### config.mk
export PLATFORM = sky130hd
export DESIGN_NAME = instr_fetch
export DESIGN_NICKNAME = d
export VERILOG_FILES = /design/src/rtl/instr_fetch_pkg.sv /design/src/rtl/pc_counter.sv /design/src/rtl/instr_fetch.sv
export SDC_FILE = /design/constraint.sdc
export NUM_CORES = 1
export LEC_CHECK = 0
export ABC_AREA = 1
export CORE_MARGIN = 3
export CORE_UTILIZATION = 38
export DETAILED_ROUTE_END_ITERATION = 12
export GPL_TIMING_DRIVEN = 0
export PLACE_DENSITY = 0.86
export SLEW_MARGIN = 10
export SYNTH_ARGS = -nofsm -noshare
export SYNTH_HDL_FRONTEND = slang
export SYNTH_SLANG_ARGS = --single-unit
### constraint.sdc
create_clock -name clk -period 1.4 [get_ports clk]
set_clock_uncertainty 0.15 [all_clocks]
set_input_delay 0.42 -clock clk [delete_from_list [all_inputs] [get_ports clk]]
set_output_delay 0.42 -clock clk [all_outputs]
set_load 0.1 [all_outputs]
### src/rtl/instr_fetch_pkg.sv
// rtl/instr_fetch_pkg.sv - shared fetch/decode types and constants
package instr_fetch_pkg;

  localparam int INSTR_W      = 16;
  localparam int DEF_ADDR_W   = 16;
  localparam int DEF_RESET_PC = 0;

  typedef enum logic [1:0] {
    ST_REQ   = 2'd0,
    ST_WAIT  = 2'd1,
    ST_HOLD  = 2'd2,
    ST_DRAIN = 2'd3
  } fetch_state_t;

endpackage

### src/rtl/pc_counter.sv
// rtl/pc_counter.sv - program counter with redirect load and modulo increment
module pc_counter
  import instr_fetch_pkg::*;
#(
  parameter int ADDR_W   = DEF_ADDR_W,
  parameter int RESET_PC = DEF_RESET_PC
) (
  input  logic              clk,
  input  logic              reset,
  input  logic              load,
  input  logic [ADDR_W-1:0] load_pc,
  input  logic              inc,
  output logic [ADDR_W-1:0] pc
);

  // Redirect wins over increment; the increment wraps naturally at 2^ADDR_W.
  always_ff @(posedge clk) begin
    if (reset) begin
      pc <= ADDR_W'(RESET_PC);
    end else if (load) begin
      pc <= load_pc;
    end else if (inc) begin
      pc <= pc + ADDR_W'(1);
    end
  end

endmodule

### src/rtl/instr_fetch.sv
// rtl/instr_fetch.sv - single-outstanding instruction fetch FSM (optional INSTR_FETCH_ERR_EN wrap trap)
module instr_fetch
  import instr_fetch_pkg::*;
#(
  parameter int ADDR_W   = DEF_ADDR_W,
  parameter int RESET_PC = DEF_RESET_PC
) (
  input  logic               clk,
  input  logic               reset,
  output logic               mem_req,
  output logic [ADDR_W-1:0]  mem_addr,
  input  logic               mem_rvalid,
  input  logic [INSTR_W-1:0] mem_rdata,
  output logic [INSTR_W-1:0] ir,
  output logic               ir_valid,
  input  logic               ir_ready,
  input  logic               redirect_en,
  input  logic [ADDR_W-1:0]  redirect_pc,
  output logic [ADDR_W-1:0]  pc,
  output logic               fetch_err
);

  fetch_state_t state, next_state;
  logic ir_load, ir_clr, pc_inc;
  logic err_q, err_d;

  pc_counter #(
    .ADDR_W   (ADDR_W),
    .RESET_PC (RESET_PC)
  ) u_pc (
    .clk     (clk),
    .reset   (reset),
    .load    (redirect_en),
    .load_pc (redirect_pc),
    .inc     (pc_inc),
    .pc      (pc)
  );

  assign mem_addr = pc;

`ifdef INSTR_FETCH_ERR_EN
  assign err_d = err_q | (pc_inc & (&pc));

  always_ff @(posedge clk) begin
    if (reset) begin
      err_q <= 1'b0;
    end else begin
      err_q <= err_d;
    end
  end
`else
  assign err_d = 1'b0;
  assign err_q = 1'b0;
`endif

  assign fetch_err = err_q;

  // REQ with mem_req low (just out of reset, or trapped) stays put until a strobe is issued.
  always_comb begin
    next_state = state;
    ir_load    = 1'b0;
    ir_clr     = 1'b0;
    pc_inc     = 1'b0;
    unique case (state)
      ST_REQ: begin
        if (redirect_en)  next_state = ST_REQ;
        else if (mem_req) next_state = ST_WAIT;
      end
      ST_WAIT: begin
        if (redirect_en) begin
          next_state = mem_rvalid ? ST_REQ : ST_DRAIN;
        end else if (mem_rvalid) begin
          ir_load    = 1'b1;
          pc_inc     = 1'b1;
          next_state = ST_HOLD;
        end
      end
      ST_HOLD: begin
        if (redirect_en) begin
          next_state = ST_REQ;
        end else if (ir_ready) begin
          ir_clr     = 1'b1;
          next_state = ST_REQ;
        end
      end
      ST_DRAIN: begin
        if (mem_rvalid) next_state = ST_REQ;
      end
      default: next_state = ST_REQ;
    endcase
  end

  always_ff @(posedge clk) begin
    if (reset) begin
      state    <= ST_REQ;
      ir       <= '0;
      ir_valid <= 1'b0;
      mem_req  <= 1'b0;
    end else begin
      state   <= next_state;
      mem_req <= (next_state == ST_REQ) && !err_d;
      if (ir_load) ir <= mem_rdata;
      if (redirect_en || ir_clr) ir_valid <= 1'b0;
      else if (ir_load)          ir_valid <= 1'b1;
    end
  end

endmodule

; Word level (Yosys, flattened, before mapping)
; Cells that the tools add are included.
[word_totals]
register_bits = 36
latch_bits = 0
mem_bits_rw = 0
rom_bits = 0
inputBits = 37
out_inout_bits = 51
word_cells = 31
memories = 0
[classes]
add_sub_neg = 1
n_mul = 0
n_div = 0
n_lt_le_gt_ge = 0
eq_ne = 3
shift = 0
mux = 17
n_bitwise = 0
n_reduce_logical = 5
[ops]
columns = op, n
row1 = 16-bit two-way mux, 2
row2 = "16-bit by 1-bit adder with 16-bit output, second input constant", 1
row3 = 2-bit two-way mux, 8
row4 = 2-bit one-hot mux with 4 select lines, 1
row5 = 1-bit two-way mux, 6
row6 = "2-bit equality test, second input constant", 2
row7 = 2-bit zero test, 2
row8 = "2-bit by 1-bit equality test with 1-bit output, second input constant", 1
row9 = 2-bit nonzero test, 1
row10 = 2-bit OR reduction, 1
row11 = 1-bit logical OR, 1

; Depth between registers and ports, before layout
; Gate-level depths: netlist (run 1).
[depth]
depth_word = 5
ltp_mapped = 8

; Modules after synthesis
; From an unflattened synthesis (run 1), not the netlist that was laid out.
[unflattened]
cells_unflattened = 267
area_unflattened_um2 = 1929.4
[modules_own_cells]
columns = mod, n_inst, cells_each, area_per_inst_um2
row1 = pc_counter, 1, 148, 1011.0
row2 = instr_fetch, 1, 119, 918.4

; Worst setup path after synthesis (run 1)
; Ideal clock, no wire load.
[synth_timing]
path_kind = flip-flop to flip-flop
startpoint = reg u_pc.pc[1]
endpoint = reg u_pc.pc[12]
t_arrival_ns = 1.998
setup_slack_ns = -0.884
stages_incl_launch_ff = 7
n_path_buf = 0
synth_period_minus_slack_ns = 2.284
path_cell_list = dfxtp_1 ha_1 nand3_2 nor2_4 nand4_1 nand3_1 a21oi_2
[synth_between]
elab_chain_len = 3
[synth_rtl]
columns = element, line_no
row1 = from (decl), pc_counter.sv:13  ; output logic [ADDR_W-1:0] pc
row2 = from (signal assigned), pc_counter.sv:19  ; pc <= ADDR_W'(RESET_PC);
row3 = from (signal assigned), pc_counter.sv:21  ; pc <= load_pc;
row4 = from (signal assigned), pc_counter.sv:23  ; pc <= pc + ADDR_W'(1);
row5 = 16-bit by 1-bit adder with 16-bit output, pc_counter.sv:23
row6 = 16-bit two-way mux, pc_counter.sv:22  ; end else if (inc) begin
row7 = 16-bit two-way mux, pc_counter.sv:20  ; end else if (load) begin
; Every way passes these cells. The select of a mux whose other input is x is not followed.
; A chain may end at the register's enable or synchronous reset.

; Worst setup path in the final report (run 1)
[layout_timing]
startpoint = reg u_pc.pc[9]
endpoint = reg u_pc.pc[14]
; The elaborated chain is that of the path after synthesis.

==> out/metrics.cfg, run 1 <==
[placed_design]
gp_congestion = 0.791
pre_cts_slack_ns = -0.774
dp_hpwl_um = 4360
portBuffers = 84

[critical_path]
arrival_ns = 1.64
crit_required_ns = 1.42
critPathKind = reg -> reg
critPathCaptureType = flop
crit_path_start_kind = flop
path_max_fanout = 5

[layout]
diodes = 0
drive_gt1_share_pct = 54.0
nets = 454
fillCellCount = 225
finish.utilization_pct = 87.2
area_delta_synth_final_pct = 113

[logic_synthesis]
avgSynthCellArea_um2 = 7.01
synth_nets = 325
synth_common_cells = nand2_1 (56), nor2_1 (50), dfxtp_1 (36)
synthTopCellsByArea = dfxtp_1 (36%), nand2_1 (10%), nor2_1 (9.3%)
synth_edf_count = 0
ys.flop_type = dfxtp_1
synth_cells = 287
synthArstFlopShare_pct = 0
yosysTopAreaCell = dfxtp_1
ys_seq_area_share_pct = 35.8
synth_most_common_cell = nand2_1
synth_seq_cells = 36
ys_types = 32
ys_warn_count = 0
netlist.area_leader.share_pct = 35.8
netlist_area_um2 = 2010

[detailed_routing]
drtAntennaViolNets = 0
vias_per_cell = 5.44
m1WireLength_um = 2990
first_pass_iters = 5
dr_wl_met3_um = 897
routed_wl_um = 9060
top_layer_used = met4
post-route-drc-count = 0
vias = 2631
wl_met2_um = 4580
wl_per_cell_um = 18.7
drtIter0Drc = 311

[status]
violations = setup timing
status = finished, violations left

[power_and_ir_drop]
p_per_area_nw_per_um2 = 795
p_leak_nw = 1.77
power.total_w = 0.00340
ir_drop_v = 0.000646

[worst_hold_path]
hold_path.class = in -> reg

[global_routing]
grt_pass1_wl_um = 11500
grt_pass1_vias = 2440
grt_usage_pct = 23.6
grt_start_max_net_pins = 13
grt-ovfl-total = 0
antenna_found_initial = 0

[clocking]
cts_buffers = 5
clk_latency_ns = 0.30
root_buffer = clkbuf_8
h-tree-depth = 2
cts_buffer_depth = 2
tritoncts = done
path_clk_slew_ns = 0.08
clock-sinks = 36

[die]
io_pins = 88
die_w_um = 78.8
start_util_pct = 41.0
die-area_um2 = 6200
die_y_um = 78.8
coreArea_um2 = 4910
rows = 25

[sta]
worst_slew_pin_slew_ns = 0.673
post-route-period-util_pct = 116
setup_ws_ns = -0.222
rsz0062_at_grt = yes
hold_viol = 0
max_clock_freq_mhz = 617
finalSetupViolCount = 63
period_minus_slack_ns = 1.62
drv_slew = 0
slew_headroom_pct = 55.1

[run]
drv_cap = 0

power breakdown:
group / switching [W] / internal (W) / leakage, nW
clock network: 0.000427 / 0.000457 / 0.0566
logic: 0.000831 / 0.000563 / 1.40
registers: 0.0000672 / 0.00106 / 0.315
metal layers:
layer | vias up | global-route usage [%]
met1 | 1199 | 24.5
met2 | 200 | 42.8
met3 | 64 | 8.39
met4 | 0 | 9.97
met5 | - | 0
li1 | 1168 | -
layout by cell type (no fill, tap or decap), types with 2 or more instances in the layout:
master | netlist | routed
a21oi_1 | 9 | 6
a21oi_2 | 7 | 10
a31oi_1 | 3 | 3
buf_12 | 0 | 52
buf_2 | 3 | 2
buf_4 | 18 | 32
buf_6 | 3 | 20
buf_8 | 0 | 3
clkbuf_16 | 0 | 3
clkbuf_2 | 0 | 2
clkbuf_8 | 0 | 5
clkdlybuf4s50_1 | 0 | 33
dfxtp_2 | 0 | 18
dfxtp_4 | 0 | 18
inv_1 | 21 | 19
inv_2 | 9 | 10
inv_4 | 1 | 2
nand2_1 | 56 | 47
nand2_2 | 1 | 6
nand2_4 | 0 | 3
nand2_8 | 1 | 2
nand3_1 | 19 | 13
nand3_2 | 2 | 6
nand3_4 | 0 | 2
nand4_1 | 4 | 4
nor2_1 | 50 | 43
nor2_4 | 3 | 10
o21ai_0 | 8 | 5
o21ai_1 | 11 | 10
o21ai_2 | 9 | 12
xor2_1 | 2 | 2
stage by stage:
| step | hold slack, ns | std cells | setup TNS, ns | instance area [um2] |
|---|---|---|---|---|
| after floorplan | 0.379 | 287 | -1.49 | 2190 |
| after detailed placement | 0.313 | 438 | -52.03 | 3110 |
| final | 0.309 | 484 | -4.52 | 4280 |
| after CTS | 0.258 | 467 | -2.75 | 3940 |
| after global placement | 0.301 | 438 | -51.07 | 3110 |
| after global routing | 0.307 | 484 | -6.57 | 4280 |
final cells by class:
class	instances	area (um2)	share of cell area (%)
repair buffers	121	1680	39.3
multi-input cells	194	1190	27.8
flip-flops and latches	36	811	18.9
plain buffers	27	275	6.43
inverters	31	131	3.07
clock buffers	6	93.8	2.19
well taps	67	83.8	1.96
clock inverters	2	11.3	0.263
final timing paths:
check | depth (start not counted) | slack, ns | end | from
setup / recovery | 6 | -0.22 | u_pc.pc[14]$_SDFFE_PP0P_ | u_pc.pc[9]$_SDFFE_PP0P_
hold / removal | 2 | 0.31 | u_pc.pc[8]$_SDFFE_PP0P_ | reset
setup reg to reg | 6 | -0.22 | u_pc.pc[14]$_SDFFE_PP0P_ | u_pc.pc[9]$_SDFFE_PP0P_
hold reg to reg | 2 | 0.36 | ir[11]$_SDFFE_PP0P_ | ir[11]$_SDFFE_PP0P_
sequential cells by signal, indices dropped and copies added, names as in the netlist:
signal / cells
ir: 16
u_pc.pc: 16
state: 2
ir_valid: 1
mem_req: 1
cells by family (layout without fill, tap and decap cells):
| group | after synthesis | after routing | synth area share (%) |
|---|---|---|---|
| adder cells (fa/ha/maj) | 1 | 1 | 0.622 |
| AO/OA/AOI/OAI | 51 | 51 | 16.5 |
| other | 1 | 1 | 0.186 |
| AND/OR/NAND/NOR | 137 | 138 | 30.0 |
| XOR/XNOR | 3 | 3 | 1.31 |
| buffers and inverters | 58 | 187 | 15.6 |
| flip-flops | 36 | 36 | 35.8 |
worst max-delay path, cell delays in order (launching register included):
cell	delay, ns
dfxtp_4	0.38
buf_4	0.15
nand2_1	0.08
nor2_1	0.32
nand4_1	0.19
nand3_1	0.15
a21oi_2	0.06
repair_timing:
action / 4_1_cts / 5_1_grt
buffers inserted: 20 / 15
pin swaps: 5 / 19
setup endpoints to repair: 83 / 76
resized for setup: 467 / 51
endpoints found under the hold margin: 0 / 0
hold buffers: 0 / 0
gates cloned: 1 / 2
Power figures use the tool's default switching activity.
==> inputs of run 2 (changes only) <==
--- a/config.mk
+++ b/config.mk
@@ -8,9 +8,11 @@
 export ABC_AREA = 1
 export CORE_MARGIN = 3
 export CORE_UTILIZATION = 38
+export CTS_CLUSTER_SIZE = 30
 export DETAILED_ROUTE_END_ITERATION = 12
 export GPL_TIMING_DRIVEN = 0
-export PLACE_DENSITY = 0.86
+export PLACE_DENSITY_LB_ADDON = 0.25
+export RECOVER_POWER = 25
 export SLEW_MARGIN = 10
 export SYNTH_ARGS = -nofsm -noshare
 export SYNTH_HDL_FRONTEND = slang
==> out/metrics.cfg, run 2 (synthesized netlist as in run 1, its figures left out) <==
[critical_path]
crit_buf_inv = 2  ; was 1
crit_path_start_kind = flop  ; unchanged
rr_endpoint = u_pc.pc[10]$_SDFFE_PP0P_  ; was u_pc.pc[14]$_SDFFE_PP0P_
crit_required_ns = 0.83  ; was 1.42 ns
cp_slowest_cell = dfxtp_4  ; unchanged
critPathCaptureType = primary output  ; was flop
r2r_slack_ns = -0.08  ; was -0.22 ns
arrival_ns = 0.96  ; was 1.64 ns
crit_family = flip-flops  ; was simple AND/OR/NAND/NOR gates
critPathKind = reg -> out  ; was reg -> reg
slowest_delay_ns = 0.39  ; was 0.38 ns
worst_r2r_path_depth = 7  ; was 6
r2r_start = u_pc.pc[1]$_SDFFE_PP0P_  ; was u_pc.pc[9]$_SDFFE_PP0P_
path_max_fanout = 3  ; was 5
path_cells = buf_6, buf_12  ; was buf_4, nand2_1, nor2_1, nand4_1, nand3_1, a21oi_2

[detailed_routing]
drtAntennaViolNets = 0  ; unchanged
vias_per_cell = 5.14  ; was 5.44
first_pass_iters = 4  ; was 5
routed_wl_um = 7630  ; was 9060 um
drtIter0Drc = 139  ; was 311
wl_per_cell_um = 16.1  ; was 18.7 um
vias = 2433  ; was 2631
post-route-drc-count = 0  ; unchanged

[die]
coreArea_um2 = 4910  ; unchanged
rows = 25  ; unchanged
die_y_um = 78.8  ; unchanged
die-area_um2 = 6200  ; unchanged
die_w_um = 78.8  ; unchanged
io_pins = 88  ; unchanged
start_util_pct = 41.0  ; unchanged

[sta]
hold_viol = 0  ; unchanged
finalSetupViolCount = 59  ; was 63
setup_ws_ns = -0.131  ; was -0.222 ns
max_clock_freq_mhz = 653  ; was 617 MHz
post-route-period-util_pct = 109  ; was 116%
rsz0062_at_grt = yes  ; unchanged
drv_slew = 0  ; unchanged
period_minus_slack_ns = 1.53  ; was 1.62 ns

[layout]
nets = 443  ; was 454
final_common_cell = buf_12  ; unchanged
stdcell_area_um2 = 4120  ; was 4280 um2
final_cell_mix = buf_12 (48), nand2_1 (47), nor2_1 (42)  ; was buf_12 (52), nand2_1 (47), nor2_1 (43)
drive_gt1_share_pct = 53.0  ; was 54.0%
diodes = 0  ; unchanged
area_delta_synth_final_pct = 105  ; was 113%
largestRegisters = ir: 16 flops, u_pc.pc: 16 flops, state: 2 flops  ; unchanged
final_cells = 473  ; was 484
finish.utilization_pct = 83.9  ; was 87.2%
fillCellCount = 260  ; was 225

[power_and_ir_drop]
p_leak_nw = 1.66  ; was 1.77 nW
ir_drop_v = 0.000872  ; was 0.000646 V
p_per_area_nw_per_um2 = 786  ; was 795 nW/um2

[clocking]
cts_buffers = 5  ; unchanged
root_buffer = clkbuf_8  ; unchanged
h-tree-depth = 2  ; unchanged
clock-sinks = 36  ; unchanged
tritoncts = done  ; unchanged
path_clk_slew_ns = 0.09  ; was 0.08 ns
clk_latency_ns = 0.29  ; was 0.30 ns
cts_hold_buf = 0  ; unchanged
cts_buffer_depth = 2  ; unchanged

[global_routing]
grt_pass1_wl_um = 11200  ; was 11500 um
antenna_found_initial = 0  ; unchanged
grt_pass1_vias = 2400  ; was 2440
grt_start_max_net_pins = 14  ; was 13
grt_usage_pct = 23.1  ; was 23.6%
grt-ovfl-total = 0  ; unchanged

[placed_design]
gp_congestion = 0.794  ; was 0.791
portBuffers = 84  ; unchanged
pre_cts_slack_ns = -0.778  ; was -0.774 ns
dp.cells = 438  ; unchanged
dp_hpwl_um = 4140  ; was 4360 um
dpl-instance-area_um2 = 3110  ; unchanged

[worst_hold_path]
min_to = u_pc.pc[9]$_SDFFE_PP0P_  ; was u_pc.pc[8]$_SDFFE_PP0P_
hp-start = reset  ; unchanged
hold_depth = 2  ; unchanged
hold_path.class = in -> reg  ; unchanged

[run]
drv_cap = 0  ; unchanged

[status]
status = finished, violations left  ; unchanged
violations = setup timing  ; unchanged

-- run 2: cell type report --
class | instances | area [um2] | area share (%)
Clock buffer | 5 | 68.8 | 1.67
Clock inverter | 3 | 21.3 | 0.516
Multi-Input combinational cell | 194 | 1170 | 28.5
Tap cell | 67 | 83.8 | 2.03
Buffer | 27 | 279 | 6.77
Inverter | 31 | 126 | 3.07
Timing Repair Buffer | 110 | 1560 | 37.8
Sequential cell | 36 | 810 | 19.6
-- run 2: where the power goes --
part	leakage (nW)	switching [W]	internal, W	total (W)
combinational	1.30	0.000795	0.000531	0.00133
sequential	0.314	0.0000670	0.00106	0.00113
clock	0.0490	0.000434	0.000356	0.000790
-- run 2: worst reg2reg max path: cells and delay by family, from the launching register on --
kind / cells / cell delay (ns)
adders and majority gates: 1 / 0.16
AOI/OAI and AO/OA: 1 / 0.13
and+or+nand+nor: 5 / 0.60
DFF: 1 / 0.39
-- run 2: per-layer routing --
layer  wire length, um  vias to the layer above  track usage, %
li1                  -                     1136               -
met4               268                        0            10.7
met1              2670                     1144            23.5
met3               644                       26            6.58
met2              4040                      127            43.0
met5                 0                        -               0
-- run 2: worst max-delay path by stage --
stage / startpoint / to / slack, ns / cells after the start
after CTS: u_pc.pc[0]$_SDFFE_PP0P_ / pc[0] / -0.12 / 2
final: u_pc.pc[6]$_SDFFE_PP0P_ / pc[6] / -0.13 / 2
after global routing: u_pc.pc[1]$_SDFFE_PP0P_ / u_pc.pc[10]$_SDFFE_PP0P_ / -0.18 / 7
after detailed placement: u_pc.pc[2]$_SDFFE_PP0P_ / pc[2] / -0.78 / 2
after global placement: u_pc.pc[2]$_SDFFE_PP0P_ / pc[2] / -0.78 / 2
after floorplan: u_pc.pc[1]$_SDFFE_PP0P_ / u_pc.pc[14]$_SDFFE_PP0P_ / -0.18 / 7
-- run 2: through the flow --
step                power, W  TNS [ns]  hold slack [ns]
finish               0.00324     -3.05            0.320
detailed placement   0.00217    -52.46            0.309
global route         0.00335     -5.74            0.310
floorplan            0.00189     -1.49            0.379
global placement     0.00215    -51.50            0.300
CTS                  0.00317     -2.42            0.265
-- run 2: timing repair --
action,4_1_cts,5_1_grt
setup buffers,18,6
cloned,1,2
resized for setup,465,48
pin swaps,12,14
setup endpoints to repair,83,74
